### config.mk
export PLATFORM = sky130hd
export DESIGN_NAME = csi2_frame_sequencer
export DESIGN_NICKNAME = d
export VERILOG_FILES = /design/src/rtl/csi2_pkg.sv /design/src/rtl/csi2_line_checker.sv /design/src/rtl/csi2_frame_sequencer.sv
export SDC_FILE = /design/constraint.sdc
export NUM_CORES = 1
export LEC_CHECK = 0
export CELL_PAD_IN_SITES_DETAIL_PLACEMENT = 1
export CELL_PAD_IN_SITES_GLOBAL_PLACEMENT = 1
export CORE_ASPECT_RATIO = 1.75
export CORE_MARGIN = 2
export CORE_UTILIZATION = 25
export CTS_CLUSTER_SIZE = 30
export DETAILED_ROUTE_END_ITERATION = 8
export PLACE_DENSITY = 0.54
export SYNTH_ARGS = -nofsm -noshare
export SYNTH_HDL_FRONTEND = slang
export SYNTH_SLANG_ARGS = --single-unit
### constraint.sdc
create_clock -name clock -period 8.55 [get_ports clock]
set_input_delay 1.71 -clock clock [delete_from_list [all_inputs] [get_ports clock]]
set_output_delay 1.71 -clock clock [all_outputs]
set_load 0.05 [all_outputs]
### src/rtl/csi2_pkg.sv
// Shared CSI-2 constants, header payload type, sequencer state enum and error bit indices.
package csi2_pkg;

    localparam int unsigned DATA_TYPE_W  = 6;
    localparam int unsigned WORD_COUNT_W = 16;
    localparam int unsigned VC_W         = 2;
    localparam int unsigned BYTE_CNT_W   = 17;
    localparam int unsigned ERR_W        = 4;
    localparam int unsigned PIXEL_W      = 32;

    // Short packet data types
    localparam logic [DATA_TYPE_W-1:0] DT_FS = 6'h00;
    localparam logic [DATA_TYPE_W-1:0] DT_FE = 6'h01;
    localparam logic [DATA_TYPE_W-1:0] DT_LS = 6'h02;
    localparam logic [DATA_TYPE_W-1:0] DT_LE = 6'h03;

    // Long packet data type range, inclusive
    localparam logic [DATA_TYPE_W-1:0] DT_LONG_MIN = 6'h10;
    localparam logic [DATA_TYPE_W-1:0] DT_LONG_MAX = 6'h37;

    // Sticky error flag positions
    localparam int unsigned ERR_LENGTH      = 0;
    localparam int unsigned ERR_IDLE_PACKET = 1;
    localparam int unsigned ERR_FS_IN_FRAME = 2;
    localparam int unsigned ERR_FRAME_NUM   = 3;

    typedef enum logic [1:0] {
        ST_IDLE  = 2'd0,
        ST_FRAME = 2'd1,
        ST_LINE  = 2'd2
    } state_t;

    typedef struct packed {
        logic [VC_W-1:0]         vc;
        logic [DATA_TYPE_W-1:0]  data_type;
        logic [WORD_COUNT_W-1:0] word_count;
    } pkt_header_t;

    function automatic logic is_long_packet(input logic [DATA_TYPE_W-1:0] dt);
        return (dt >= DT_LONG_MIN) && (dt <= DT_LONG_MAX);
    endfunction

endpackage

### src/rtl/csi2_line_checker.sv
// Counts payload bytes of the current line and flags a length mismatch against its word count.
module csi2_line_checker
    import csi2_pkg::*;
(
    input  logic                    clock,
    input  logic                    reset,
    input  logic                    clear,
    input  logic                    count_en,
    input  logic [WORD_COUNT_W-1:0] word_count,
    output logic                    length_error_c
);

    logic [BYTE_CNT_W-1:0] byte_count;
    logic [BYTE_CNT_W-1:0] wc_ext;

    // Byte counter: cleared on every packet start, +4 per accepted payload word
    always_ff @(posedge clock or posedge reset) begin
        if (reset) begin
            byte_count <= '0;
        end else if (clear) begin
            byte_count <= '0;
        end else if (count_en) begin
            byte_count <= byte_count + BYTE_CNT_W'(4);
        end
    end

    // Accept a final partial word: word_count <= bytes < word_count + 4
    always_comb begin
        wc_ext         = BYTE_CNT_W'(word_count);
        length_error_c = (byte_count < wc_ext) || (byte_count >= (wc_ext + BYTE_CNT_W'(4)));
    end

endmodule

### src/rtl/csi2_frame_sequencer.sv
// CSI-2 frame/line sequencer: tracks FS/long/FE packets on one virtual channel,
// forwards line payload, counts lines and raises sticky protocol errors.
// Optional build macro CSI2_FRAME_NUMBER_CHECK_EN enables the FE frame-number check (error[3]).
module csi2_frame_sequencer
    import csi2_pkg::*;
#(
    parameter logic [1:0]  VIRTUAL_CHANNEL  = 2'd0,
    parameter int unsigned LINE_COUNT_WIDTH = 16
) (
    input  logic                        clock,
    input  logic                        reset,
    input  logic                        interrupt,
    input  logic [VC_W-1:0]             virtual_channel,
    input  logic [DATA_TYPE_W-1:0]      image_data_type,
    input  logic [WORD_COUNT_W-1:0]     word_count,
    input  logic [3:0][7:0]             image_data,
    input  logic                        image_data_enable,
    input  logic                        error_clear,
    output logic                        frame_valid,
    output logic                        line_valid,
    output logic [PIXEL_W-1:0]          pixel_data,
    output logic                        pixel_enable,
    output logic [LINE_COUNT_WIDTH-1:0] line_count,
    output logic [WORD_COUNT_W-1:0]     frame_number,
    output logic [ERR_W-1:0]            error
);

    state_t                      state_q;
    state_t                      state_d;
    logic                        interrupt_q;
    logic                        pkt_start_c;
    logic                        pkt_end_c;
    logic                        vc_match_c;
    pkt_header_t                 hdr_c;
    logic [WORD_COUNT_W-1:0]     line_wc_q;
    logic                        length_error_c;

    logic                        frame_valid_d;
    logic                        line_valid_d;
    logic [LINE_COUNT_WIDTH-1:0] line_count_d;
    logic [WORD_COUNT_W-1:0]     frame_number_d;
    logic [ERR_W-1:0]            err_set_c;
    logic [ERR_W-1:0]            error_d;

    // Packet boundaries from interrupt edges; header is valid on the rising-edge cycle
    always_comb begin
        pkt_start_c = interrupt & ~interrupt_q;
        pkt_end_c   = ~interrupt & interrupt_q;
        hdr_c       = '{vc: virtual_channel, data_type: image_data_type, word_count: word_count};
        vc_match_c  = (hdr_c.vc == VIRTUAL_CHANNEL);
    end

    // Edge detector history and word count of the packet in flight
    always_ff @(posedge clock or posedge reset) begin
        if (reset) begin
            interrupt_q <= 1'b0;
            line_wc_q   <= '0;
        end else begin
            interrupt_q <= interrupt;
            if (pkt_start_c) begin
                line_wc_q <= hdr_c.word_count;
            end
        end
    end

    csi2_line_checker u_line_checker (
        .clock          (clock),
        .reset          (reset),
        .clear          (pkt_start_c),
        .count_en       ((state_q == ST_LINE) && image_data_enable),
        .word_count     (line_wc_q),
        .length_error_c (length_error_c)
    );

    // Next state, next output values and error set events
    always_comb begin
        state_d        = state_q;
        frame_valid_d  = frame_valid;
        line_valid_d   = line_valid;
        line_count_d   = line_count;
        frame_number_d = frame_number;
        err_set_c      = '0;

        case (state_q)
            ST_IDLE: begin
                if (pkt_start_c && vc_match_c) begin
                    case (hdr_c.data_type)
                        DT_FS: begin
                            state_d        = ST_FRAME;
                            frame_valid_d  = 1'b1;
                            frame_number_d = hdr_c.word_count;
                            line_count_d   = '0;
                        end
                        DT_FE: err_set_c[ERR_IDLE_PACKET] = 1'b1;
                        DT_LS, DT_LE: ;
                        default: begin
                            if (is_long_packet(hdr_c.data_type)) begin
                                err_set_c[ERR_IDLE_PACKET] = 1'b1;
                            end
                        end
                    endcase
                end
            end
            ST_FRAME: begin
                if (pkt_start_c && vc_match_c) begin
                    case (hdr_c.data_type)
                        DT_FS: begin
                            err_set_c[ERR_FS_IN_FRAME] = 1'b1;
                            frame_number_d             = hdr_c.word_count;
                            line_count_d               = '0;
                        end
                        DT_FE: begin
                            state_d       = ST_IDLE;
                            frame_valid_d = 1'b0;
`ifdef CSI2_FRAME_NUMBER_CHECK_EN
                            if (hdr_c.word_count != frame_number) begin
                                err_set_c[ERR_FRAME_NUM] = 1'b1;
                            end
`endif
                        end
                        DT_LS, DT_LE: ;
                        default: begin
                            if (is_long_packet(hdr_c.data_type)) begin
                                state_d      = ST_LINE;
                                line_valid_d = 1'b1;
                            end
                        end
                    endcase
                end
            end
            ST_LINE: begin
                if (pkt_end_c) begin
                    state_d                = ST_FRAME;
                    line_valid_d           = 1'b0;
                    line_count_d           = line_count + LINE_COUNT_WIDTH'(1);
                    err_set_c[ERR_LENGTH]  = length_error_c;
                end
            end
            default: begin
                state_d = ST_IDLE;
            end
        endcase

        // Set wins over a simultaneous clear
        error_d = (error & ~{ERR_W{error_clear}}) | err_set_c;
`ifndef CSI2_FRAME_NUMBER_CHECK_EN
        error_d[ERR_FRAME_NUM] = 1'b0;
`endif
    end

    // State and sequencing output registers
    always_ff @(posedge clock or posedge reset) begin
        if (reset) begin
            state_q      <= ST_IDLE;
            frame_valid  <= 1'b0;
            line_valid   <= 1'b0;
            line_count   <= '0;
            frame_number <= '0;
            error        <= '0;
        end else begin
            state_q      <= state_d;
            frame_valid  <= frame_valid_d;
            line_valid   <= line_valid_d;
            line_count   <= line_count_d;
            frame_number <= frame_number_d;
            error        <= error_d;
        end
    end

    // Payload forwarding: only words received while a line is open
    always_ff @(posedge clock or posedge reset) begin
        if (reset) begin
            pixel_enable <= 1'b0;
            pixel_data   <= '0;
        end else begin
            pixel_enable <= image_data_enable && (state_q == ST_LINE);
            if (image_data_enable && (state_q == ST_LINE)) begin
                pixel_data <= image_data;
            end
        end
    end

endmodule

==> metrics.txt <==
Final Skew 15.2 ps; FMAX 266 MHz; core area 20100 µm²; synth warn 0; CTS tree done; Worst Path Buf+Inv 3; RSZ-0062 raised after global routing no; GRT Residual Overflow 0; worst hold stages 2; GRT Total Usage 0.130; Power Density 248 nW/µm²; Num CTS Buffers 9; die height 193 µm; critical path's top delay family buffers and inverters; Yosys top cell area share 0.511; MaxCap Viol Count 0; Setup WS pre-CTS 4370 ps; Crit path depth 7; Post-synth top cells 104 x dfrtp_1, 50 x mux2_2, 40 x nand2_1; # Post-CTS Setup Buffers 0; Worst Hold Class reg -> reg; Critical Path AT 3990 ps; Crit path largest cell delay 520 ps; Ports 132; post-synthesis register bit count 104; Row Count 69; Worst Setup Start Kind input port; WL per Instance 16.2 µm; post-synth design cell area 5090 µm²; CP startpoint interrupt; RePlAce Congestion 0.800; first-pass GRT wire length 22400 µm; Async SR Flop Fraction 1.00; nets@finish 676; Slew Viols, Final 0; Die ar. 21600 µm²; syn_area_per_cell 11.2 µm²; Crit-path slowest cell clkdlybuf4s50_1; Max FO, Critical Path 47; Worst path most repeated cell buf_4; final core utilization 0.344; TritonCTS Sinks 104; post-route minimum period 3770 ps; vias in the first global route 4322; Antenna diodes 0; vias 3897; relative slew slack 0.390; H-tree levels 3; Post-synth EDFFs 0; status completed; post-cts resize count 0; Clock Tree Buf Depth 2; fin worst setup slack 4780 ps; post-synth top area cell dfrtp_1; ratio of cells with drive above 1 in the final layout 0.128; # fillers 2284; CP Capture Type flop; r2r startpoint line_wc_q[2]$_DFFE_PP0P_; Synth area leaders dfrtp_1 51%, mux2_2 11%, ha_1 7.9%, xor2_1 4.0%, nand2_1 3.0%; sequential area share after synthesis 0.511; vias per inst 4.67; synthesized instance count 456; worst-skew pair later-pin latency 350 ps; Worst Path Required 8770 ps; Post-Layout Cell Count 835; Peak VDD IR 0.000164 V; count leader, synth dfrtp_1; Placed Cells 820; DR pass1 iterations 4; largest net degree at the start of global routing 60; CTS Hold Bufs 0; Slew @ Worst Pin 915 ps; width of the die 112 µm; Syn Nets 549; Fin Setup TNS 0 ps; DRT Wirelength 13600 µm; critical path class in -> reg; Initial Util 0.253; Antenna Violating Nets Remaining 0; Top FF cell, synth dfrtp_1; Final Hold Fails 0; port bufs 130; DR iter-0 viols 80; CP cell instances clkdlybuf4s50_1, nor2b_2, buf_4, nand4_1, nor2_2, buf_4, mux2_2; setup violators final 0; crit share post-route 0.440; antenna violations before repair 0; distinct cell type count after synthesis 42; post-route cell area 6910 µm²; clock-pin slew on the worst setup and hold paths 70 ps; HPWL after DPL 10300 µm; Post-DP Area 6630 µm²; # DRC 0; Layout area overhead 35.9%; CTS root buf clkbuf_16; hold_sp line_valid$_DFFE_PP0P_; leak pwr 3.01 nW; Reg2Reg Depth 11
## kinds of logic (layout without fill, tap and decap cells)
family,count (synthesis),count (layout),share of synthesized area
compound gates,50,50,0.0580
mux,51,51,0.113
buf+inv,36,167,0.0327
other cells,1,1,0.000737
fa+ha+maj,32,32,0.0787
simple gates,143,143,0.139
xor+xnor,39,39,0.0671
flops,104,104,0.511
## layout make-up
cell class	count	area, µm²	share of cell area
Multi-Input combinational cell	316	2320	0.336
Timing Repair Buffer	133	1320	0.191
Sequential cell	104	2600	0.376
Clock buffer	10	239	0.0346
Inverter	19	73.8	0.0107
Tap cell	248	310	0.0449
Clock inverter	5	41.3	0.00597
## metrics by stage
| step | hold slack, ps | power [mW] |
|---|---|---|
| after floorplan | 489 | 1.09 |
| after global placement | 487 | 1.33 |
| after detailed placement | 493 | 1.34 |
| after CTS | 508 | 1.74 |
| after global routing | 530 | 1.80 |
| final | 503 | 1.72 |
## sequential cells by signal, indices dropped and copies added (netlist names)
| name | cells |
|---|---|
| pixel_enable | 1 |
| error | 3 |
| interrupt_q | 1 |
| line_valid | 1 |
| line_count | 16 |
| frame_valid | 1 |
| state_q | 2 |
| frame_number | 16 |
| u_line_checker.byte_count | 15 |
| line_wc_q | 16 |
| pixel_data | 32 |
## report_power, final
group / total (mW) / switching [mW] / internal (mW)
logic: 0.672 / 0.423 / 0.249
clock network: 0.395 / 0.189 / 0.206
registers: 0.651 / 0.0620 / 0.589
## path summary, 6_finish.rpt
path | to | slack (ps)
max | frame_number[3]$_DFFE_PP0P_ | 4780
max in group asynchronous | line_count[11]$_DFFE_PP0P_ | 5540
min | line_valid$_DFFE_PP0P_ | 500
max reg2reg | error[0]$_DFF_PP0_ | 5840
min reg2reg | line_valid$_DFFE_PP0P_ | 500
min in group asynchronous | error[2]$_DFF_PP0_ | 1800
## per-layer routing
layer	wire (µm)	vias to the layer above	GRT usage
met2	7380	108	0.249
met5	0	-	0
met4	265	0	0.0470
met1	5020	1943	0.133
met3	880	18	0.0380
li1	-	1828	-
## layout by cell type, fill, tap and decap left out, drive strengths merged, types with 2 or more instances in the layout
master	instances
xor2	23
ha	32
o21ai	25
a211o	2
and3	3
buf	3
xnor2	16
nand4	12
inv	20
dfrtp	104
clkbuf	10
and2	3
mux2	50
nor3	8
nand3	19
and4	7
a211oi	3
clkdlybuf4s50	130
clkinvlp	4
o21a	2
a21oi	10
nand2	40
o211ai	3
nor2b	5
nor2	38
nand2b	2
## worst min-delay path, delay by kind of cell, from the launching register on
family | cells | cell delay [ps]
flip-flops | 1 | 350
AND/OR/NAND/NOR | 2 | 110
Power figures use the tool's default switching activity.
